<file path="config.mk">
export PLATFORM = sky130hd
export DESIGN_NAME = conv_loop_scheduler
export DESIGN_NICKNAME = d
export VERILOG_FILES = /design/src/rtl/conv_loop_scheduler.sv
export SDC_FILE = /design/constraint.sdc
export NUM_CORES = 1
export LEC_CHECK = 0
export CAP_MARGIN = 20
export CORE_MARGIN = 2
export CORE_UTILIZATION = 53
export CTS_BUF_LIST = sky130_fd_sc_hd__clkbuf_4
export CTS_CLUSTER_DIAMETER = 80
export DETAILED_ROUTE_END_ITERATION = 6
export HOLD_SLACK_MARGIN = 0.1
export PLACE_DENSITY = 0.95
export SYNTH_ARGS = -nofsm -noshare
export SYNTH_HDL_FRONTEND = slang
export SYNTH_SLANG_ARGS = --single-unit
</file>
<file path="constraint.sdc">
create_clock -name clk -period 5.4 [get_ports clk]
set_clock_uncertainty 0.1 [all_clocks]
set_input_delay 0.81 -clock clk [delete_from_list [all_inputs] [get_ports clk]]
set_output_delay 0.81 -clock clk [all_outputs]
set_load 0.02 [all_outputs]
</file>
<file path="src/rtl/conv_loop_scheduler.sv">
// conv_loop_scheduler: sequences the convolution loop nest (y, x, co, ky, kx, ci).
// It consumes paired activation/weight operands and drives the MAC step/clear controls.
// Each finished accumulation is tagged with its output position and channel.
// Optional stall counter: define CONV_SCHED_STALL_CNT_EN to add the stall_cycles port.
module conv_loop_scheduler #(
   parameter int unsigned FEATURE_MAP_WIDTH  = 128,
   parameter int unsigned FEATURE_MAP_HEIGHT = 128,
   parameter int unsigned INPUT_NB_CHANNELS  = 2,
   parameter int unsigned OUTPUT_NB_CHANNELS = 16,
   parameter int unsigned KERNEL_SIZE        = 3,
   localparam int unsigned XW  = (FEATURE_MAP_WIDTH  > 1) ? $clog2(FEATURE_MAP_WIDTH)  : 1,
   localparam int unsigned YW  = (FEATURE_MAP_HEIGHT > 1) ? $clog2(FEATURE_MAP_HEIGHT) : 1,
   localparam int unsigned CIW = (INPUT_NB_CHANNELS  > 1) ? $clog2(INPUT_NB_CHANNELS)  : 1,
   localparam int unsigned COW = (OUTPUT_NB_CHANNELS > 1) ? $clog2(OUTPUT_NB_CHANNELS) : 1,
   localparam int unsigned KW  = (KERNEL_SIZE        > 1) ? $clog2(KERNEL_SIZE)        : 1
) (
   input  logic           clk,
   input  logic           rst_in,
   input  logic           start,
   output logic           running,
   input  logic           a_valid,
   output logic           a_ready,
   input  logic           b_valid,
   output logic           b_ready,
   output logic [XW-1:0]  cur_x,
   output logic [YW-1:0]  cur_y,
   output logic [COW-1:0] cur_co,
   output logic [CIW-1:0] cur_ci,
   output logic [KW-1:0]  cur_kx,
   output logic [KW-1:0]  cur_ky,
   output logic           mac_step,
   output logic           mac_clear,
`ifdef CONV_SCHED_STALL_CNT_EN
   output logic [31:0]    stall_cycles,
`endif
   output logic           output_valid,
   output logic [XW-1:0]  output_x,
   output logic [YW-1:0]  output_y,
   output logic [COW-1:0] output_ch
);

   localparam logic [XW-1:0]  X_MAX  = XW'(FEATURE_MAP_WIDTH - 1);
   localparam logic [YW-1:0]  Y_MAX  = YW'(FEATURE_MAP_HEIGHT - 1);
   localparam logic [CIW-1:0] CI_MAX = CIW'(INPUT_NB_CHANNELS - 1);
   localparam logic [COW-1:0] CO_MAX = COW'(OUTPUT_NB_CHANNELS - 1);
   localparam logic [KW-1:0]  K_MAX  = KW'(KERNEL_SIZE - 1);

   typedef enum logic [1:0] {
      S_IDLE  = 2'd0,
      S_RUN   = 2'd1,
      S_FLUSH = 2'd2
   } state_e;

   state_e         state_q, state_d;
   logic [XW-1:0]  x_q, x_d;
   logic [YW-1:0]  y_q, y_d;
   logic [COW-1:0] co_q, co_d;
   logic [CIW-1:0] ci_q, ci_d;
   logic [KW-1:0]  kx_q, kx_d;
   logic [KW-1:0]  ky_q, ky_d;
   logic           ovalid_q, ovalid_d;
   logic [XW-1:0]  otag_x_q, otag_x_d;
   logic [YW-1:0]  otag_y_q, otag_y_d;
   logic [COW-1:0] otag_co_q, otag_co_d;

   logic step_c;
   logic ci_last_c, kx_last_c, ky_last_c, co_last_c, x_last_c, y_last_c;
   logic last_tap_c, final_step_c;

   // Handshake: both operand streams are consumed together only while running
   always_comb begin
      step_c       = (state_q == S_RUN) && a_valid && b_valid;
      ci_last_c    = (ci_q == CI_MAX);
      kx_last_c    = (kx_q == K_MAX);
      ky_last_c    = (ky_q == K_MAX);
      co_last_c    = (co_q == CO_MAX);
      x_last_c     = (x_q  == X_MAX);
      y_last_c     = (y_q  == Y_MAX);
      last_tap_c   = ci_last_c && kx_last_c && ky_last_c;
      final_step_c = last_tap_c && co_last_c && x_last_c && y_last_c;
   end

   // Next-state: FSM, loop counter carry chain and output tagging
   always_comb begin
      state_d   = state_q;
      x_d       = x_q;
      y_d       = y_q;
      co_d      = co_q;
      ci_d      = ci_q;
      kx_d      = kx_q;
      ky_d      = ky_q;
      ovalid_d  = 1'b0;
      otag_x_d  = otag_x_q;
      otag_y_d  = otag_y_q;
      otag_co_d = otag_co_q;

      case (state_q)
         S_IDLE:  if (start) state_d = S_RUN;
         S_RUN:   if (step_c && final_step_c) state_d = S_FLUSH;
         S_FLUSH: state_d = S_IDLE;
         default: state_d = S_IDLE;
      endcase

      if (step_c) begin
         // innermost first: ci, kx, ky, co, x, y; the final step wraps all to 0
         if (!ci_last_c) begin
            ci_d = ci_q + CIW'(1);
         end else begin
            ci_d = '0;
            if (!kx_last_c) begin
               kx_d = kx_q + KW'(1);
            end else begin
               kx_d = '0;
               if (!ky_last_c) begin
                  ky_d = ky_q + KW'(1);
               end else begin
                  ky_d = '0;
                  if (!co_last_c) begin
                     co_d = co_q + COW'(1);
                  end else begin
                     co_d = '0;
                     if (!x_last_c) begin
                        x_d = x_q + XW'(1);
                     end else begin
                        x_d = '0;
                        if (!y_last_c) y_d = y_q + YW'(1);
                        else           y_d = '0;
                     end
                  end
               end
            end
         end

         if (last_tap_c) begin
            ovalid_d  = 1'b1;
            otag_x_d  = x_q;
            otag_y_d  = y_q;
            otag_co_d = co_q;
         end
      end
   end

   // State, counter and output-tag registers
   always_ff @(posedge clk) begin
      if (rst_in) begin
         state_q   <= S_IDLE;
         x_q       <= '0;
         y_q       <= '0;
         co_q      <= '0;
         ci_q      <= '0;
         kx_q      <= '0;
         ky_q      <= '0;
         ovalid_q  <= 1'b0;
         otag_x_q  <= '0;
         otag_y_q  <= '0;
         otag_co_q <= '0;
      end else begin
         state_q   <= state_d;
         x_q       <= x_d;
         y_q       <= y_d;
         co_q      <= co_d;
         ci_q      <= ci_d;
         kx_q      <= kx_d;
         ky_q      <= ky_d;
         ovalid_q  <= ovalid_d;
         otag_x_q  <= otag_x_d;
         otag_y_q  <= otag_y_d;
         otag_co_q <= otag_co_d;
      end
   end

`ifdef CONV_SCHED_STALL_CNT_EN
   logic [31:0] stall_q, stall_d;

   // Stall counter: RUN cycles without a step, saturating, restarted by an accepted start
   always_comb begin
      stall_d = stall_q;
      if ((state_q == S_IDLE) && start) begin
         stall_d = '0;
      end else if ((state_q == S_RUN) && !step_c && (stall_q != 32'hFFFF_FFFF)) begin
         stall_d = stall_q + 32'd1;
      end
   end

   // Stall counter register
   always_ff @(posedge clk) begin
      if (rst_in) stall_q <= '0;
      else        stall_q <= stall_d;
   end

   assign stall_cycles = stall_q;
`endif

   assign running      = (state_q != S_IDLE);
   assign a_ready      = step_c;
   assign b_ready      = step_c;
   assign mac_step     = step_c;
   assign mac_clear    = step_c && (ci_q == '0) && (kx_q == '0) && (ky_q == '0);
   assign cur_x        = x_q;
   assign cur_y        = y_q;
   assign cur_co       = co_q;
   assign cur_ci       = ci_q;
   assign cur_kx       = kx_q;
   assign cur_ky       = ky_q;
   assign output_valid = ovalid_q;
   assign output_x     = otag_x_q;
   assign output_y     = otag_y_q;
   assign output_ch    = otag_co_q;

endmodule
</file>
# Word-level counts from Yosys, hierarchy flattened
# Index checks and enable logic that the tools add are counted.
# word_totals
regBits	44
latch_bits	0
ramBits	0
romBits	0
input_bits	5
elab_cells	60
n_memories	0
# op_classes
addsub	6
multipliers	0
div	0
n_lt_le_gt_ge	0
n_eq_ne	8
shifts	0
n_mux	10
bitwise	2
reduce_logical	23
# op_table
cell	n
$add 7x1->7 const B	2
$eq 7x7->1 const B	2
$mux 7	2
$logic_and 1x1->1	11
$mux 2	4
$logic_not 2->1	3
$reduce_and 2->1	3
$reduce_and 6->1	1
$reduce_and 5->1	1
$add 2x1->2 const B	2
$add 4x1->4 const B	1
$eq 2x2->1 const B	2
$eq 4x4->1 const B	1
$mux 4	1
$pmux 2 s2	1
$reduce_and 4->1	1
$reduce_and 3->1	1
$eq 2x1->1 const B	1
$mux 1	2
$ne 2x1->1 const B	1
$ne 2x2->1 const B	1
$not 1->1	2
$reduce_bool 2->1	1
$reduce_or 2->1	1
$add 1x1->1 const B	1

# Longest topological paths before layout
# Gate-level depths: netlist (run 1).
# logic_depth
word_depth	9
depth_mapped	7
mapped_depth_nobuf	5

# Least setup slack after synthesis (run 1)
# No wires, ideal clock.
# synth_path
path_kind	in2out
from	input b_valid
to	output mac_clear
t_arrival_ns	1.456
setup_slack_ns	3.034
stages	2
path_cell_list	nand4b_4 nor3_1
# synth_between
elab_chain_cells	4
# synth_rtl
item	line	text
from (decl)	23	input logic b_valid,
$logic_and 1x1->1	72	step_c = (state_q == S_RUN) && a_valid && b_valid;
$logic_and 1x1->1 (3 in series)	198	assign mac_clear = step_c && (ci_q == '0) && (kx_q == '0) && (ky_q == '0);
to (decl)	32	output logic mac_clear,
# Every way passes these cells.

# Worst setup path in the final report (run 1)
# Same ends and word-level chain as after synthesis.

==> results of run 1 <==
## per-layer routing
| layer | GRT usage [%] | routed length, µm | vias up |
|---|---|---|---|
| li1 | - | - | 899 |
| met1 | 22.9 | 1700 | 817 |
| met2 | 37.1 | 2010 | 54 |
| met3 | 4.58 | 250 | 7 |
| met4 | 10.6 | 53 | 0 |
| met5 | 0 | 0 | - |
## cells in the mapped netlist, types with 2 or more instances
cell / instances / area, µm²
mux2i_1: 3 / 30.0
nor3_1: 5 / 25.0
xnor2_1: 2 / 17.5
nor2_1: 13 / 48.8
nand4b_1: 3 / 26.3
nor4_1: 3 / 18.8
dfxtp_1: 44 / 881
clkbuf_1: 10 / 37.5
ha_1: 3 / 37.5
nand4_1: 3 / 18.8
nand2_1: 47 / 176
and2_1: 3 / 18.8
buf_2: 2 / 10.0
o21ai_0: 5 / 25.0
buf_4: 2 / 15.0
or4_1: 5 / 37.5
or3_1: 3 / 18.8
inv_1: 6 / 22.5
a21oi_1: 34 / 170
o31ai_1: 4 / 30.0
nand3_1: 6 / 30.0
or2_2: 2 / 12.5
and3_1: 3 / 18.8
## stage by stage
stage	setup slack (ns)	util [%]	area, µm²	hold WS, ns	total power [mW]
floorplan	3.03	-	1910	0.329	0.346
global placement	2.18	71.6	2430	0.340	0.354
detailed placement	2.18	71.6	2430	0.346	0.354
CTS	2.17	73.1	2480	0.362	0.503
global route	2.09	73.1	2480	0.383	0.519
finish	2.16	73.1	2480	0.359	0.499
## power breakdown
part	total, mW	switching [mW]	internal (mW)
Combinational	0.0198	0.0113	0.00852
Clock	0.152	0.104	0.0479
Sequential	0.327	0.00178	0.325
Total	0.499	0.117	0.382
## state kept, by name, summed over array words and instances, names as in the netlist
register      count
output_valid      1
cur_ci            1
cur_co            4
state_q           2
cur_kx            2
cur_ky            2
output_ch         4
cur_x             7
cur_y             7
output_y          7
output_x          7
## area by class of cell
cell class                 instances  area (µm²)  share of cell area [%]
multi-input combinational        164         932                    37.6
sequential                        44         881                    35.6
timing repair buffer              54         533                    21.5
tap                               46        57.6                    2.32
clock buffer                       5        37.5                    1.52
inverter                           6        22.5                   0.909
clock inverter                     3        13.8                   0.556
## layout by cell type, fill, tap and decap left out, types with 2 or more instances in the layout
| master | n |
|---|---|
| a21oi_1 | 34 |
| and2_1 | 3 |
| and3_1 | 3 |
| buf_4 | 3 |
| clkbuf_4 | 5 |
| clkdlybuf4s50_1 | 51 |
| clkinv_2 | 2 |
| dfxtp_1 | 44 |
| ha_1 | 3 |
| inv_1 | 6 |
| mux2i_1 | 3 |
| nand2_1 | 47 |
| nand3_1 | 6 |
| nand4_1 | 3 |
| nand4b_1 | 3 |
| nor2_1 | 13 |
| nor3_1 | 4 |
| nor4_1 | 3 |
| o21ai_0 | 5 |
| o31ai_1 | 4 |
| or2_2 | 2 |
| or3_1 | 3 |
| or4_1 | 5 |
| xnor2_1 | 2 |
## cell families after synthesis
kind of cell	share of synthesized area, %
mux	1.57
buf+inv	5.25
compound gates	16.0
simple gates	28.1
fa+ha+maj	1.97
flops	46.2
xor+xnor	0.918
## tightest hold or removal path: cells and delay by family, from the launching register on
family	cells	cell delay, ns
AO/OA/AOI/OAI	1	0.05
flip-flops	1	0.32
AND/OR/NAND/NOR	1	0.05
## path summary, 6_finish.rpt
| path | startpoint | to | cells past startpoint |
|---|---|---|---|
| worst max-delay path | b_valid | mac_clear | 4 |
| worst min register to register | output_x[4] | output_x[4] | 2 |
| worst min-delay path | output_x[4] | output_x[4] | 2 |
| worst max register to register | cur_co[0] | cur_y[4] | 5 |
==> results.yml, run 1 <==
clock_network:
  cts_resized: 0
  postCtsHoldBufs: 0
  cts_sinks: 44
  cts-root-buf: "clkbuf_4"
  htree_levels: 2
  cts_tree: "done"
  post_cts_buffers: 0
  clk_pin_slew_ns: 0.11
  cts_made_buffers: 5
  ctsLongestPathBuffers: 2
  clock_latency_ns: 0.37
timing:
  rsz0062_at_grt: "no"
  finalSetupViolCount: 0
  period_minus_slack_ns: 3.24
  maxSlewHeadroom_pct: 44.2
  slew_viol_final: 0
  hold_violations: 0
  fmax_mhz: 309
  period_share_pct: 59.9
  tightest_slew_ns: 0.830
  setup_tns_ns: 0
worst_setup_path:
  cp_num_buf_inv: 2
  crit_arrival_ns: 2.33
  cpPeakStageDelay_ns: 0.63
  path_cells: "clkdlybuf4s50_1, nand4b_4, nor3_1, clkdlybuf4s50_1"
  critPathKind: "in2out"
  path_common_cell: "clkdlybuf4s50_1"
  r2r_slack_ns: 3.04
  worst-endpoint-required_ns: 4.49
  cp-start-kind: "input port"
  end_kind: "output port"
  worstPathMaxFanout: 8
  slowest_stage: "clkdlybuf4s50_1"
  crit_family: "buffers and inverters"
place:
  post-dp-hpwl_um: 2690
  portBuffers: 51
  place_congestion: 0.755
  placed_cells: 314
logic_synthesis:
  synthCells: 230
  synth-seq-cells: 44
  synth_seq_area_share_pct: 46.2
  syn_nets: 238
  yosysWarnings: 0
  async_flop_share_pct: 0
  syn_area_mm2: 0.00191
  syn_avg_cell_area_um2: 8.30
  synthDistinctLibCells: 42
  synth_flop_cell: "dfxtp_1"
  synth_edf_count: 0
floorplanning:
  dieArea_mm2: 0.00410
  core_area_mm2: 0.00339
  die_x_um: 64
  boundaryPins: 52
  std_cell_rows: 21
  initial_core_util_pct: 56.3
  chipHeight_um: 64
grt:
  grt-ovfl-total: 0
  grt_pass1_vias: 1587
  grt_pass1_wl_um: 6800
  antenna_found_initial: 0
  grt_max_degree: 47
  track_usage_pct: 20.8
routing:
  wire_per_inst_um: 12.5
  vias_per_cell: 5.52
  drtIter0Drc: 92
  drcViolationCount: 0
  ant_nets: 0
  dr.pass1.iters: 4
  routed_wl_um: 4010
  dr_total_vias: 1777
hold_path:
  hp-class: "reg2reg"
layout:
  final_nets: 283
  fill_cells: 253
  drive_gt1_share_pct: 6.52
  area_delta_synth_final_pct: 29.8
  diodes: 0
  stdcell_count: 322
pwr:
  ir_drop_mv: 0.160
  p_leak_nw: 0.841
  cellPowerDensity_mw_per_mm2: 201
flow_run:
  drv_cap: 0
run_status:
  status: "finished clean"
Note: power is estimated with default switching activity, not from simulation.
==> inputs of run 2 (changes only) <==
--- a/config.mk
+++ b/config.mk
@@ -7,12 +7,12 @@
 export LEC_CHECK = 0
 export CAP_MARGIN = 20
 export CORE_MARGIN = 2
-export CORE_UTILIZATION = 53
+export CORE_UTILIZATION = 49
 export CTS_BUF_LIST = sky130_fd_sc_hd__clkbuf_4
 export CTS_CLUSTER_DIAMETER = 80
 export DETAILED_ROUTE_END_ITERATION = 6
 export HOLD_SLACK_MARGIN = 0.1
-export PLACE_DENSITY = 0.95
+export PLACE_DENSITY = 0.9
 export SYNTH_ARGS = -nofsm -noshare
 export SYNTH_HDL_FRONTEND = slang
 export SYNTH_SLANG_ARGS = --single-unit
==> constraint.sdc (replaced) <==
create_clock -name clk -period 3.2 [get_ports clk]
set_clock_uncertainty 0.1 [all_clocks]
set_input_delay 0.48 -clock clk [delete_from_list [all_inputs] [get_ports clk]]
set_output_delay 0.48 -clock clk [all_outputs]
set_load 0.02 [all_outputs]
==> run 2 against run 1 <==
Register-to-register slack worse by 2.2 ns. Sequential power up 69%. Hold slack about the same. Total power up 71%.
==> results.yml, run 2 (synthesis gave the netlist of run 1 again) <==
run_status:
  status: "finished clean"
floorplanning:
  core_area_mm2: 0.00372
  dieArea_mm2: 0.00441
  chipHeight_um: 66.4
  std_cell_rows: 22
  boundaryPins: 52
  die_x_um: 66.4
  initial_core_util_pct: 51.3
grt:
  antenna_found_initial: 0
  grt_pass1_vias: 1460
  grt_pass1_wl_um: 6420
  track_usage_pct: 18.5
  grt-ovfl-total: 0
  grt_max_degree: 44
worst_setup_path:
  path_cells: "clkdlybuf4s50_1, nand4b_4, inv_1, clkdlybuf4s50_1"
  end_kind: "output port"
  critPathKind: "in2out"
  r2r_slack_ns: 0.89
  critPathCapture: "a_ready"
  worst-endpoint-required_ns: 2.62
  worstPathMaxFanout: 8
  path_common_cell: "clkdlybuf4s50_1"
  crit_start: "b_valid"
  r2r-end: "cur_y[6]"
  cpPeakStageDelay_ns: 0.64
  r2r-start: "cur_co[0]"
  slowest_stage: "clkdlybuf4s50_1"
  crit_arrival_ns: 1.98
  rr_worst_depth: 5
  cp-start-kind: "input port"
clock_network:
  cts_resized: 0
  cts_tree: "done"
  htree_levels: 2
  post_cts_buffers: 0
  postCtsHoldBufs: 0
  ctsLongestPathBuffers: 2
  cts_made_buffers: 5
  cts_sinks: 44
  clk_pin_slew_ns: 0.11
  clock_latency_ns: 0.35
  cts-root-buf: "clkbuf_4"
routing:
  vias_per_cell: 5.37
  routed_wl_um: 3950
  wire_per_inst_um: 12.1
  drtIter0Drc: 78
  dr.pass1.iters: 4
  drcViolationCount: 0
  dr_total_vias: 1751
  ant_nets: 0
layout:
  fill_cells: 324
  stdcell_count: 326
  drive_gt1_share_pct: 7.19
  diodes: 0
  multiInputGateArea_um2: 932
  area_delta_synth_final_pct: 31.0
  regArea_um2: 881
  layout_commonest_cell: "clkdlybuf4s50_1"
  final_nets: 285
  final_cell_mix: "clkdlybuf4s50_1 (51), nand2_1 (47), dfxtp_1 (44)"
pwr:
  seqPwrFrac_pct: 64.5
  pwr-share-comb_pct: 4.0
  power_frac_clock_pct: 31.4
  p_leak_nw: 0.853
  cellPowerDensity_mw_per_mm2: 342
  ir_drop_mv: 0.219
  netSwitchingFraction_pct: 22.1
  intPower_mw: 0.666
  switchingPower_mw: 0.189
  finalPower_mw: 0.855
timing:
  slew_viol_final: 0
  rsz0062_at_grt: "no"
  period_minus_slack_ns: 2.56
  fmax_mhz: 390
  setup_slack_ns: 0.637
  period_share_pct: 80.1
  maxSlewHeadroom_pct: 64.6
  setup_tns_ns: 0
  tightest_slew_ns: 0.530
  whs_ns: 0.360
  finalSetupViolCount: 0
  hold_violations: 0
flow_run:
  drv_cap: 0
hold_path:
  worstHoldPathCells: 2
  hp-class: "reg2reg"
place:
  post-dp-hpwl_um: 2720
  place_congestion: 0.775
  pre_cts_slack_ns: 0.536
  placed_cells: 318
  portBuffers: 51
## run 2: cell types whose count changed in the layout (fill, tap and decap cells not counted), sizes merged
cell | before | now
clkinv | 3 | 1
buf | 3 | 5
clkbuf | 5 | 7
## run 2: worst min-delay path by stage
stage	startpoint	end	slack [ns]
finish	output_x[2]	output_x[2]	0.36
global route	output_x[4]	output_x[4]	0.38
CTS	output_x[2]	output_x[2]	0.36
detailed placement	output_x[2]	output_x[2]	0.35
global placement	output_x[5]	output_x[5]	0.34
floorplan	state_q[1]	state_q[0]	0.33
## run 2: cell type report
class / instances / area share, %
timing repair buffer: 56 / 21.9
sequential: 44 / 35.2
clock buffer: 7 / 2.10
tap: 48 / 2.40
clock inverter: 1 / 0.150
multi-input combinational: 164 / 37.3
inverter: 6 / 0.901
## run 2: critical path, delay by kind of cell
family	cells	cell delay, ns
buffers and inverters	3	1.34
AND/OR/NAND/NOR	1	0.17
## run 2: stage by stage
| stage | area (µm²) | util [%] |
|---|---|---|
| floorplan | 1910 | - |
| global placement | 2440 | 65.8 |
| detailed placement | 2440 | 65.8 |
| CTS | 2500 | 67.3 |
| global route | 2500 | 67.3 |
| finish | 2500 | 67.3 |
## run 2: metal layers
metal / up-vias / GRT usage (%) / wire [µm]
met5: - / 0 / 0
met4: 0 / 5.36 / 52
met3: 4 / 5.11 / 197
met2: 41 / 31.3 / 1910
met1: 808 / 22.9 / 1800
li1: 898 / - / -
## run 2: power groups by stage
| stage | registers (mW) | logic [mW] | clock network [mW] |
|---|---|---|---|
| floorplan | 0.565 | 0.0192 | 0 |
| global placement | 0.564 | 0.0342 | 0 |
| detailed placement | 0.564 | 0.0345 | 0 |
| CTS | 0.552 | 0.0347 | 0.275 |
| global route | 0.553 | 0.0369 | 0.304 |
| finish | 0.552 | 0.0345 | 0.269 |
